## src/rtl/audio_pkg.sv

```systemverilog
// Shared types and defaults for the tone PWM audio path.
package audio_pkg;

  typedef enum logic [1:0] {
    IDLE  = 2'd0,
    PLAY  = 2'd1,
    DRAIN = 2'd2
  } state_t;

  localparam int SAMPLE_W_DEF = 7;
  localparam int DUR_W_DEF    = 10;
  localparam int CLK_HZ_DEF   = 50000000;

  // Clock cycles per millisecond for a given clock frequency.
  function automatic int ms_div(input int clk_hz);
    return clk_hz / 1000;
  endfunction

endpackage

```

## src/rtl/tone_pwm_driver_pwm_core.sv

```systemverilog
// Free-running PWM counter with a once-per-period sample latch and compare.
module pwm_core
  import audio_pkg::*;
#(
  parameter int SAMPLE_W = SAMPLE_W_DEF
) (
  input  logic                clk,
  input  logic                reset,
  input  logic [SAMPLE_W-1:0] sample_in,
  output logic                wrap,
  output logic                sample_strobe,
  output logic                pwm_raw
);

  localparam logic [SAMPLE_W-1:0] CNT_MAX = '1;

  logic [SAMPLE_W-1:0] pwm_cnt;
  logic [SAMPLE_W-1:0] sample_q;

  assign wrap = (pwm_cnt == CNT_MAX);

  // Sample is only taken at the wrap so a period never mixes two duty values.
  always_ff @(posedge clk) begin
    if (reset) begin
      pwm_cnt       <= '0;
      sample_q      <= '0;
      sample_strobe <= 1'b0;
    end else begin
      pwm_cnt       <= pwm_cnt + 1'b1;
      sample_strobe <= wrap;
      if (wrap) begin
        sample_q <= sample_in;
      end
    end
  end

  assign pwm_raw = (pwm_cnt < sample_q);

endmodule

```

## src/rtl/tone_pwm_driver.sv

```systemverilog
// Gates a sample-driven PWM stream for a programmable number of milliseconds,
// always finishing the tone on a PWM period boundary.
module tone_pwm_driver
  import audio_pkg::*;
#(
  parameter int SAMPLE_W = SAMPLE_W_DEF,
  parameter int CLK_HZ   = CLK_HZ_DEF,
  parameter int DUR_W    = DUR_W_DEF
) (
  input  logic                clk,
  input  logic                reset,
  input  logic [SAMPLE_W-1:0] sample_in,
  input  logic                play_req,
  input  logic [DUR_W-1:0]    play_ms,
  input  logic                mute,
  output logic                busy,
  output logic                sample_strobe,
  output logic                pwm_out,
  output logic                audio_en
);

  localparam int MS_DIV = ms_div(CLK_HZ);
  localparam int PRE_W  = (MS_DIV > 1) ? $clog2(MS_DIV) : 1;
  localparam logic [PRE_W-1:0] PRE_MAX = PRE_W'(MS_DIV - 1);

  state_t             state, state_n;
  logic [DUR_W-1:0]   ms_left, ms_left_n;
  logic [PRE_W-1:0]   prescale, prescale_n;
  logic               wrap;
  logic               pwm_raw;
  logic               reload;

  pwm_core #(
    .SAMPLE_W(SAMPLE_W)
  ) u_pwm_core (
    .clk          (clk),
    .reset        (reset),
    .sample_in    (sample_in),
    .wrap         (wrap),
    .sample_strobe(sample_strobe),
    .pwm_raw      (pwm_raw)
  );

  assign reload = play_req && (play_ms != '0);

  // A reload beats the millisecond decrement, so retriggers restart cleanly.
  always_comb begin
    state_n    = state;
    ms_left_n  = ms_left;
    prescale_n = prescale;
    case (state)
      IDLE: begin
        if (reload) begin
          state_n    = PLAY;
          ms_left_n  = play_ms;
          prescale_n = '0;
        end
      end
      PLAY: begin
        if (reload) begin
          ms_left_n  = play_ms;
          prescale_n = '0;
        end else if (prescale == PRE_MAX) begin
          prescale_n = '0;
          ms_left_n  = ms_left - 1'b1;
          if (ms_left == DUR_W'(1)) begin
            state_n = DRAIN;
          end
        end else begin
          prescale_n = prescale + 1'b1;
        end
      end
      DRAIN: begin
        if (reload) begin
          state_n    = PLAY;
          ms_left_n  = play_ms;
          prescale_n = '0;
        end else if (wrap) begin
          state_n = IDLE;
        end
      end
      default: begin
        state_n = IDLE;
      end
    endcase
  end

  always_ff @(posedge clk) begin
    if (reset) begin
      state    <= IDLE;
      ms_left  <= '0;
      prescale <= '0;
      pwm_out  <= 1'b0;
    end else begin
      state    <= state_n;
      ms_left  <= ms_left_n;
      prescale <= prescale_n;
      pwm_out  <= pwm_raw & (state != IDLE) & ~mute;
    end
  end

  assign busy     = (state != IDLE);
  assign audio_en = busy & ~mute;

endmodule

```

## config.mk

```make
export PLATFORM = sky130hd
export DESIGN_NAME = tone_pwm_driver
export DESIGN_NICKNAME = d
export VERILOG_FILES = /design/src/rtl/audio_pkg.sv /design/src/rtl/tone_pwm_driver_pwm_core.sv /design/src/rtl/tone_pwm_driver.sv
export SDC_FILE = /design/constraint.sdc
export NUM_CORES = 1
export LEC_CHECK = 0
export BUFFER_PORTS_ARGS = -buffer_cell sky130_fd_sc_hd__buf_2
export CAP_MARGIN = 5
export CELL_PAD_IN_SITES_DETAIL_PLACEMENT = 0
export CELL_PAD_IN_SITES_GLOBAL_PLACEMENT = 1
export CORE_MARGIN = 3
export CORE_UTILIZATION = 47
export CTS_CLUSTER_DIAMETER = 200
export DETAILED_ROUTE_END_ITERATION = 6
export GPL_TIMING_DRIVEN = 0
export HOLD_SLACK_MARGIN = 0.1
export MAX_ROUTING_LAYER = met4
export PLACE_DENSITY = 0.95
export SLEW_MARGIN = 15
export SYNTH_ARGS = -nofsm -noshare
export SYNTH_HDL_FRONTEND = slang
export SYNTH_SLANG_ARGS = --single-unit
```

## constraint.sdc

```tcl
create_clock -name clk -period 5 [get_ports clk]
set_clock_uncertainty 0.05 [all_clocks]
set_input_delay 1.5 -clock clk [delete_from_list [all_inputs] [get_ports clk]]
set_output_delay 1.5 -clock clk [all_outputs]
set_load 0.01 [all_outputs]
```

# After elaboration in Yosys (flattened, before gate mapping)
# Cells that the tools add are included.
[classes] add_sub_neg=3 n_lt_le_gt_ge=1 n_mux=15 n_bitwise=4 n_reduce_logical=9 n_eq_ne=12
[op_table] operator="16-bit 2-to-1 mux" n=3
[op_table] operator="16-bit case mux with 2 select lines" n=1
[op_table] operator="10-bit 2-to-1 mux" n=3
[op_table] operator="10-bit case mux with 2 select lines" n=1
[op_table] operator="16-bit by 1-bit adder with 16-bit output, second input constant" n=1
[op_table] operator="16-bit == test, second input constant" n=1
[op_table] operator="2-bit 2-to-1 mux" n=6
[op_table] operator="10-bit by 1-bit == test with 1-bit output, second input constant" n=1
[op_table] operator="10-bit nonzero test" n=1
[op_table] operator="10-bit by 1-bit subtractor with 10-bit output, second input constant" n=1
[op_table] operator="2-bit inequality test, second input constant" n=4
[op_table] operator="7-bit by 1-bit adder with 7-bit output, second input constant" n=1
[op_table] operator="7-bit == test, second input constant" n=1
[op_table] operator="7-bit < comparator" n=1
[op_table] operator="2-bit case mux with 3 select lines" n=1
[op_table] operator="5-bit AND reduction" n=1
[op_table] operator="2-bit nonzero test" n=2
[op_table] operator="1-bit AND" n=3
[op_table] operator="3-bit by 2-bit inequality test with 1-bit output, second input constant" n=1
[op_table] operator="3-bit inequality test, second input constant" n=1
[op_table] operator="3-bit AND reduction" n=1
[op_table] operator="2-bit by 1-bit == test with 1-bit output, second input constant" n=1
[op_table] operator="2-bit == test, second input constant" n=1
[op_table] operator="2-bit logical NOT" n=1
[op_table] operator="5 further kinds" n=5
[word_totals] ff_bits=44 inputBits=21 word_cells=51 output_inout_bits=4

# Logic depth before layout (Yosys ltp)
# Gate-level depths: netlist (run 1).
[depth] ltp_word=5 ltp_mapped=7 depth_no_buf=6

# Modules after synthesis
# Synthesis (run 1) repeated with hierarchy kept, for this count alone.
[unflattened] cells_unflattened=283 area_unflattened_um2=2414.8
[modules_own_cells] mod="tone_pwm_driver" cells_each=202 seq_area_each_um2=580.6 n_inst=1 area_per_inst_um2=1657.8
[modules_own_cells] mod="pwm_core" cells_each=81 seq_area_each_um2=300.3 n_inst=1 area_per_inst_um2=757.0

# Least setup slack after synthesis (run 1)
# Ideal clock, no wire load.
[synth_path] path_type="input-to-output" start="input port mute" end="output port audio_en" setup_slack_ps=1751 path_buffers=0 required_ps=3450 cell_stages=1 arrival_time_ps=1699 cell_sequence="nor2_1"
[synth_via] elab_chain_len=2
[synth_rtl] item="start, declared" line="tone_pwm_driver.sv:15" rtl="input logic mute,"
[synth_rtl] item="1-bit NOT" line="tone_pwm_driver.sv:103" rtl="assign audio_en = busy & ~mute;"
[synth_rtl] item="1-bit AND" line="tone_pwm_driver.sv:103"
[synth_rtl] item="end, declared" line="tone_pwm_driver.sv:19" rtl="output logic audio_en"
# No other way between the ends.

# Final worst setup path (run 1)
[layout_path] start="input port play_ms[4]" end="register prescale[9]"
[layout_via] elab_chain_len=4 word_cells_on_any_way=6 cone_classes="1 x eq/ne; 2 x mux; 3 x reduce/logical"
[layout_rtl] item="start, declared" line="tone_pwm_driver.sv:14" rtl="input logic [DUR_W-1:0] play_ms,"
[layout_rtl] item="10-bit nonzero test (*)" line="tone_pwm_driver.sv:44" rtl="assign reload = play_req && (play_ms != '0);"
[layout_rtl] item="1-bit logical AND (*)" line="tone_pwm_driver.sv:44"
[layout_rtl] item="16-bit 2-to-1 mux or 2-bit by 1-bit inequality test with 1-bit output (tied branches)"
[layout_rtl] item="16-bit case mux with 2 select lines or 2-bit AND reduction (tied branches)"
[layout_rtl] item="end signal, assigned" line="tone_pwm_driver.sv:97" rtl="prescale <= prescale_n;"
[layout_rtl] item="end, declared" line="tone_pwm_driver.sv:28" rtl="logic [PRE_W-1:0] prescale, prescale_n;"
# Mark *: on every way between the ends. The rest lies on a longest branch, timed or not.
# A chain may end at the register's enable or synchronous reset.

==> results of run 1 <==
[flip-flops by register name, summed over array words and instances, names as in the netlist]
name and cells:
ms_left 10, u_pwm_core.sample_strobe 1, u_pwm_core.sample_q 7, u_pwm_core.pwm_cnt 7
prescale 16, state 2, pwm_out 1
[power groups by stage]
stage / logic (mW) / clock network (mW) / registers, mW
finish: 0.0964 / 0.219 / 0.367
global route: 0.108 / 0.240 / 0.368
CTS: 0.0958 / 0.223 / 0.367
detailed placement: 0.0952 / 0 / 0.375
global placement: 0.0948 / 0 / 0.375
floorplan: 0.0664 / 0 / 0.373
[layout by cell type (no fill, tap or decap), types with 3 or more instances in the layout]
cell type / n
clkbuf_1: 6
mux2i_1: 12
nor4_1: 7
nor2_1: 29
nand4b_1: 3
and3_1: 3
nand4_1: 7
dfxtp_1: 44
or3_1: 6
a211oi_1: 3
or2_2: 4
clkbuf_8: 6
o32ai_1: 7
a31oi_1: 3
nand3_1: 23
a21o_1: 3
nor3_1: 12
buf_1: 3
o21ai_0: 9
nor2b_1: 3
inv_1: 20
buf_2: 25
a21oi_1: 31
nand2_1: 17
ha_1: 10
[cell families (layout without fill, tap and decap cells)]
| group | count (synthesis) | after routing | share of synthesized area [%] |
|---|---|---|---|
| and+or+nand+nor | 128 | 128 | 28.6 |
| AOI/OAI and AO/OA | 67 | 67 | 17.8 |
| DFF | 44 | 44 | 36.3 |
| buffers and inverters | 33 | 64 | 5.78 |
| muxes | 12 | 12 | 4.95 |
| adders and majority gates | 10 | 10 | 5.16 |
| xor gates and xnor gates | 4 | 4 | 1.44 |
[area by class of cell]
type	instances	area, sq um
plain buffers	13	65.1
well taps	67	83.8
repair buffers	24	120
fillers	464	2140
inverters	20	75.1
clock inverters	2	12.5
flip-flops and latches	44	881
multi-input cells	221	1410
clock buffers	5	68.8
[critical path, stage by stage]
cell and delay [ps]:
buf_2 100, nor4_1 640, a311oi_1 250, nor3_1 820, o21ai_0 210, o21ai_0 110
[per-layer routing]
layer	wire, microns	share of wire, %	vias to the layer above	global-route usage (%)
met3	293	5.3	10	3.71
met2	2510	45	52	31.8
li1	-	-	1156	-
met1	2630	48	1031	25.8
met5	0	0	-	-
met4	102	1.8	0	6.94
[worst paths after layout]
path,end,cells after the start,startpoint,slack [ps]
setup / recovery,prescale[9],6,play_ms[4],1550
hold / removal,u_pwm_core.pwm_cnt[0],1,u_pwm_core.pwm_cnt[0],420
setup reg to reg,prescale[4],5,prescale[5],2790
hold reg to reg,u_pwm_core.pwm_cnt[0],1,u_pwm_core.pwm_cnt[0],420
==> impl_metrics.json, run 1 <==
{
  "dr.pass1.iters": 4,
  "grt_usage_pct": 20.1,
  "crit_path_max_fanout": 8,
  "ctsResizeCount": 0,
  "period_needed_ps": 3450,
  "num_vias": 2249,
  "htreeDepth": 2,
  "hold_viol": 0,
  "pwr-share-seq_pct": 53.8,
  "power.density_nw_per_um2": 252,
  "vdd_drop_max_mv": 0.184,
  "cp-end-kind": "flip-flop",
  "slew_viol_final": 0,
  "synth_area_per_cell_sq_um": 8.14,
  "crit_type": "in2reg",
  "grt_pass1_wl_microns": 9790,
  "cp_data_required_time_ps": 5180,
  "cts.sinks": 44,
  "cts_tree": "done",
  "dieArea_sq_um": 6060,
  "clockBufferDepth": 2,
  "area_growth_pct": 11.8,
  "cts_setup_buffers": 0,
  "drt-wirelength-per-cell_microns": 14.0,
  "clkPwrFrac_pct": 32.1,
  "slew_headroom_pct": 32.3,
  "cts_buffers": 5,
  "p_total_mw": 0.682,
  "ant_nets": 0,
  "cp-start-kind": "input port",
  "antenna_found_initial": 0,
  "whs_ps": 420,
  "antenna_cells": 0,
  "dpl_worst_slack_ps": 1280,
  "syn_inst": 298,
  "syn_nets": 329,
  "p_sw_mw": 0.190,
  "drive_gt1_share_pct": 14.0,
  "final_nets": 360,
  "clk_pin_slew_ps": 80,
  "switching_share_pct": 27.9,
  "fin_setup_tns_ps": 0,
  "cap_violations": 0,
  "fin_util_pct": 55.9,
  "grt_pass1_vias": 2132,
  "min_period_over_period_pct": 69.1,
  "drtIter0Drc": 184,
  "yosysTopAreaCellShare_pct": 36.3,
  "synthTopCellsByCount": "dfxtp_1, a21oi_1, nor2_1",
  "synth-async-reset-ratio_pct": 0,
  "fin_area_sq_um": 2710,
  "start_util_pct": 50.0,
  "p_leak_nw": 1.05,
  "power.internal_mw": 0.492,
  "combPwrFrac_pct": 14.1,
  "synthTopCellsByArea": "dfxtp_1, a21oi_1, ha_1, mux2i_1, nand3_1",
  "via_per_inst": 5.68,
  "yosysSeqAreaShare_pct": 36.3,
  "synth_cell_types": 50,
  "synth_top_cell_by_area": "dfxtp_1",
  "max_freq_mhz": 290,
  "io_buffers": 24,
  "ios": 25,
  "holdBufCountCts": 0,
  "status": "completed",
  "arrival_ps": 3630,
  "routed_wl_microns": 5540,
  "yosys_warnings": 0,
  "remaining_drc_errors": 0,
  "synth_flop_cell": "dfxtp_1",
  "synth_most_common_cell": "dfxtp_1",
  "synth_area_sq_um": 2430,
  "min_path_type": "reg2reg",
  "setup_viol_count_final": 0,
  "tightest_slew_ps": 1010,
  "row_count": 25,
  "dp_hpwl_microns": 4090,
  "grt_overflow": 0,
  "core_sq_um": 4850,
  "fin_cells": 396,
  "die_h_microns": 77.8,
  "grt_start_max_net_pins": 14,
  "dieWidth_microns": 77.8,
  "setup_ws_ps": 1550,
  "placed_cells": 389,
  "clk_latency_ps": 310,
  "globalplace.congestion": 0.849,
  "synth_edf_count": 0,
  "yosys_register_bits": 44,
  "rsz0062_at_grt": "no",
  "clockRootBuffer": "clkbuf_8",
  "detailed_place.area_sq_um": 2630
}
Power figures use the tool's default switching activity.
==> inputs of run 2 (changes only) <==
Settings changed: CORE_UTILIZATION 47 to 44, PLACE_DENSITY 0.95 to 0.9.
Clock period 5 ns to 3.4 ns, I/O delays scaled along.
==> impl_metrics.json, run 2 (same netlist as run 1, synthesis figures left out) <==
{
  "area_growth_pct": 13.3,
  "cp_data_required_time_ps": 3590,
  "ios": 25,
  "hold_viol": 0,
  "min_period_over_period_pct": 86.1,
  "core_sq_um": 5200,
  "grt_overflow": 0,
  "fin_util_pct": 52.8,
  "cts_tree": "done",
  "largest_register_ffs": 16,
  "min_path_type": "reg2reg",
  "period_needed_ps": 2930,
  "max_freq_mhz": 342,
  "slew_viol_final": 0,
  "crit_type": "in2reg",
  "antenna_cells": 0,
  "vdd_drop_max_mv": 0.177,
  "row_count": 26,
  "drive_gt1_share_pct": 14.2,
  "rsz0062_at_grt": "no",
  "remaining_drc_errors": 0,
  "cts_buffers": 5,
  "mostFrequentLayoutCells": "dfxtp_1, a21oi_1, nor2_1",
  "clockBufferDepth": 2,
  "dieWidth_microns": 80.3,
  "power.density_nw_per_um2": 402,
  "crit_path_max_fanout": 8,
  "routed_wl_microns": 5680,
  "dieArea_sq_um": 6440,
  "drtIter0Drc": 144,
  "globalplace.congestion": 0.816,
  "cp-end-kind": "flip-flop",
  "fin_setup_tns_ps": 0,
  "dpl_worst_slack_ps": 188,
  "grt_start_max_net_pins": 16,
  "setup_ws_ps": 473,
  "layout_commonest_cell": "dfxtp_1",
  "holdBufCountCts": 0,
  "cap_violations": 0,
  "tightest_slew_ps": 960,
  "clk_latency_ps": 310,
  "final_nets": 360,
  "dp_hpwl_microns": 4150,
  "largestRegisters": "prescale (16), ms_left (10)",
  "grt_pass1_vias": 2155,
  "n_fill_cell": 498,
  "ctsResizeCount": 0,
  "htreeDepth": 2,
  "p_leak_nw": 1.06,
  "via_per_inst": 5.67,
  "max_flop_register": "prescale",
  "clockRootBuffer": "clkbuf_8",
  "antenna_found_initial": 0,
  "die_h_microns": 80.3,
  "status": "completed",
  "ant_nets": 0,
  "grt_pass1_wl_microns": 10000,
  "io_buffers": 24,
  "setup_viol_count_final": 0,
  "cp-start-kind": "input port",
  "clk_pin_slew_ps": 90,
  "grt_usage_pct": 19.9,
  "start_util_pct": 46.6,
  "cts.sinks": 44,
  "r2r_setup_slack_ps": 1190,
  "slew_headroom_pct": 35.5,
  "num_vias": 2268,
  "arrival_ps": 3110,
  "dr.pass1.iters": 4,
  "drt-wirelength-per-cell_microns": 14.2,
  "cts_setup_buffers": 0
}
-- run 2: changes by cell type in the layout (fill, tap and decap cells not counted) --
cell,change
inv_6,+1
clkinv_2,-1
bufinv_16,+1
-- run 2: worst paths after layout --
| kind | from | end | cells after the start |
|---|---|---|---|
| worst max-delay path | play_ms[4] | prescale[8] | 6 |
| worst min-delay path | u_pwm_core.pwm_cnt[0] | u_pwm_core.pwm_cnt[0] | 1 |
| worst max register to register | prescale[5] | prescale[12] | 6 |
| worst min register to register | u_pwm_core.pwm_cnt[0] | u_pwm_core.pwm_cnt[0] | 1 |
-- run 2: stage by stage --
stage / area [sq um] / total power, mW / cells / hold WS [ps]
6_report: 2750 / 1.10 / 400 / 425
5_1_grt: 2750 / 1.15 / 400 / 456
4_1_cts: 2750 / 1.11 / 400 / 426
3_5_place_dp: 2630 / 0.692 / 392 / 403
3_3_place_gp: 2630 / 0.691 / 392 / 392
2_1_floorplan: 2430 / 0.646 / 298 / 375
-- run 2: routing by layer --
layer | track usage [%] | up-vias | share of wire, %
li1 | - | 1153 | -
met2 | 31.5 | 53 | 45
met5 | - | - | 0
met4 | 4.05 | 0 | 0.78
met1 | 26.5 | 1057 | 48
met3 | 3.81 | 5 | 5.8
-- run 2: cell type report --
| cell class | instances | area [sq um] | share of cell area, % |
|---|---|---|---|
| Clock inverter | 3 | 46.3 | 1.68 |
| Tap cell | 70 | 87.6 | 3.19 |
| Clock buffer | 5 | 68.8 | 2.50 |
| Multi-Input combinational cell | 221 | 1410 | 51.1 |
| Timing Repair Buffer | 24 | 120 | 4.37 |
| Sequential cell | 44 | 881 | 32.0 |
| Inverter | 20 | 75.1 | 2.73 |
| Buffer | 13 | 65.1 | 2.37 |
-- run 2: worst max-delay path, cell delays in order --
cell,delay (ps)
buf_2,100
nor4_1,640
a311oi_1,250
nor3_1,780
o21ai_0,210
o21ai_1,110
-- run 2: power by group --
group / total (mW) / switching (mW) / internal, mW
combinational: 0.143 / 0.0865 / 0.0560
clock: 0.422 / 0.200 / 0.222
sequential: 0.540 / 0.0113 / 0.529
==> inputs of run 3 (changes only) <==
Settings changed: CORE_UTILIZATION 44 to 45, CTS_BUF_LIST set to sky130_fd_sc_hd__clkbuf_8, PLACE_DENSITY 0.9 to 0.92, REMOVE_ABC_BUFFERS set to 1.
==> impl_metrics.json, run 3 (same netlist as run 1, synthesis figures left out) <==
{
  "globalplace.congestion": 0.813,
  "remaining_drc_errors": 0,
  "crit_path_top_delay_cell": "nor4_2",
  "p_leak_nw": 1.04,
  "p_sw_mw": 0.297,
  "cp-end-kind": "flip-flop",
  "min_period_over_period_pct": 89.7,
  "clk_pin_slew_ps": 100,
  "crit_path_max_fanout": 29,
  "grt_overflow": 0,
  "cts.sinks": 44,
  "clk_latency_ps": 310,
  "cts_tree": "done",
  "dieArea_sq_um": 6310,
  "period_needed_ps": 3050,
  "cap_violations": 0,
  "num_vias": 2225,
  "slew_viol_final": 0,
  "largest_register_ffs": 16,
  "cp_data_required_time_ps": 3580,
  "clockRootBuffer": "clkbuf_8",
  "io_buffers": 24,
  "grt_usage_pct": 19.1,
  "core_sq_um": 5170,
  "dr.pass1.iters": 4,
  "clockBufferDepth": 2,
  "whs_ps": 427,
  "largestRegisters": "prescale (16), ms_left (10)",
  "busiest_layer": "met2",
  "min_path_type": "reg2reg",
  "met1_usage_pct": 24.4,
  "die_h_microns": 79.4,
  "max_stage_delay_ps": 610,
  "hold_viol": 0,
  "vdd_drop_max_mv": 0.202,
  "fin_cells": 387,
  "setup_ws_ps": 349,
  "drt-wirelength-per-cell_microns": 14.1,
  "area_growth_pct": 12.2,
  "htreeDepth": 2,
  "power.density_nw_per_um2": 404,
  "dieWidth_microns": 79.4,
  "antenna_found_initial": 0,
  "status": "completed",
  "dpl_worst_slack_ps": -294,
  "ios": 25,
  "ant_nets": 0,
  "met3_usage_pct": 3.84,
  "cp-start-kind": "input port",
  "start_util_pct": 46.9,
  "switching_share_pct": 27.0,
  "grt_pass1_wl_microns": 9380,
  "r2r_setup_slack_ps": 1120,
  "drtIter0Drc": 154,
  "crit_type": "in2reg",
  "dp_hpwl_microns": 3810,
  "antenna_cells": 0,
  "mostFrequentLayoutCells": "dfxtp_1, a21oi_1, nor2_1",
  "layout_commonest_cell": "dfxtp_1",
  "routed_wl_microns": 5460,
  "final_nets": 347,
  "max_freq_mhz": 328,
  "clkPwrFrac_pct": 38.5,
  "grt_start_max_net_pins": 43,
  "fin_util_pct": 52.6,
  "holdBufCountCts": 0,
  "max_flop_register": "prescale",
  "setup_viol_count_final": 0,
  "crit_chain": "buf_2 > nor4_2 > a41oi_4 > or2_2 > or3_1 > a31oi_1",
  "placed_cells": 379,
  "via_per_inst": 5.75,
  "cts_buffers": 5,
  "row_count": 26,
  "combPwrFrac_pct": 12.2,
  "drive_gt1_share_pct": 14.8,
  "use_met2_pct": 29.7,
  "power.internal_mw": 0.803,
  "tightest_slew_ps": 962,
  "slew_headroom_pct": 35.4,
  "cts_setup_buffers": 0,
  "grt_pass1_vias": 2034,
  "rsz0062_at_grt": "no",
  "pwr-share-seq_pct": 49.3,
  "arrival_ps": 3240
}
[run 3: path summary, 6_finish.rpt]
check              start  depth (start not counted)           end
min           ms_left[3]                          2    ms_left[3]
min reg2reg   ms_left[3]                          2    ms_left[3]
max reg2reg  prescale[5]                          5  prescale[11]
max           play_ms[4]                          6   prescale[5]
[run 3: final cells by class]
cell class,instances,area [sq um]
well taps,70,87.6
flip-flops and latches,44,881
inverters,20,75.1
multi-input cells,221,1440
fillers,503,2450
clock buffers,5,68.8
repair buffers,24,120
clock inverters,3,46.3
[run 3: layer usage]
layer	up-vias	wire, microns
met3	7	267
met2	53	2500
li1	1120	-
met5	-	0
met1	1045	2600
met4	0	82
[run 3: per-stage QoR]
stage	power (mW)	setup TNS [ps]	area, sq um
floorplan	0.637	-38.0	2360
global placement	0.682	-11950	2570
detailed placement	0.687	-3610	2590
CTS	1.11	0	2710
global route	1.15	0	2720
finish	1.10	0	2720
[run 3: power by group through the flow]
stage	Combinational [mW]	Sequential [mW]	Clock (mW)
2_1_floorplan	0.0868	0.550	0
3_5_place_dp	0.132	0.554	0
3_3_place_gp	0.129	0.553	0
6_report	0.135	0.542	0.424
5_1_grt	0.151	0.545	0.453
4_1_cts	0.134	0.542	0.432
[run 3: what timing repair did]
item / in CTS / in global routing
hold endpoints to repair: 0 / 0
gates resized for setup: 1 / 2
endpoints found under the setup margin: 3 / 13
[run 3: worst max-delay path: cells and delay by family]
kind	cells	cell delay, ps
compound gates	2	680
buf+inv	1	110
simple gates	3	1430
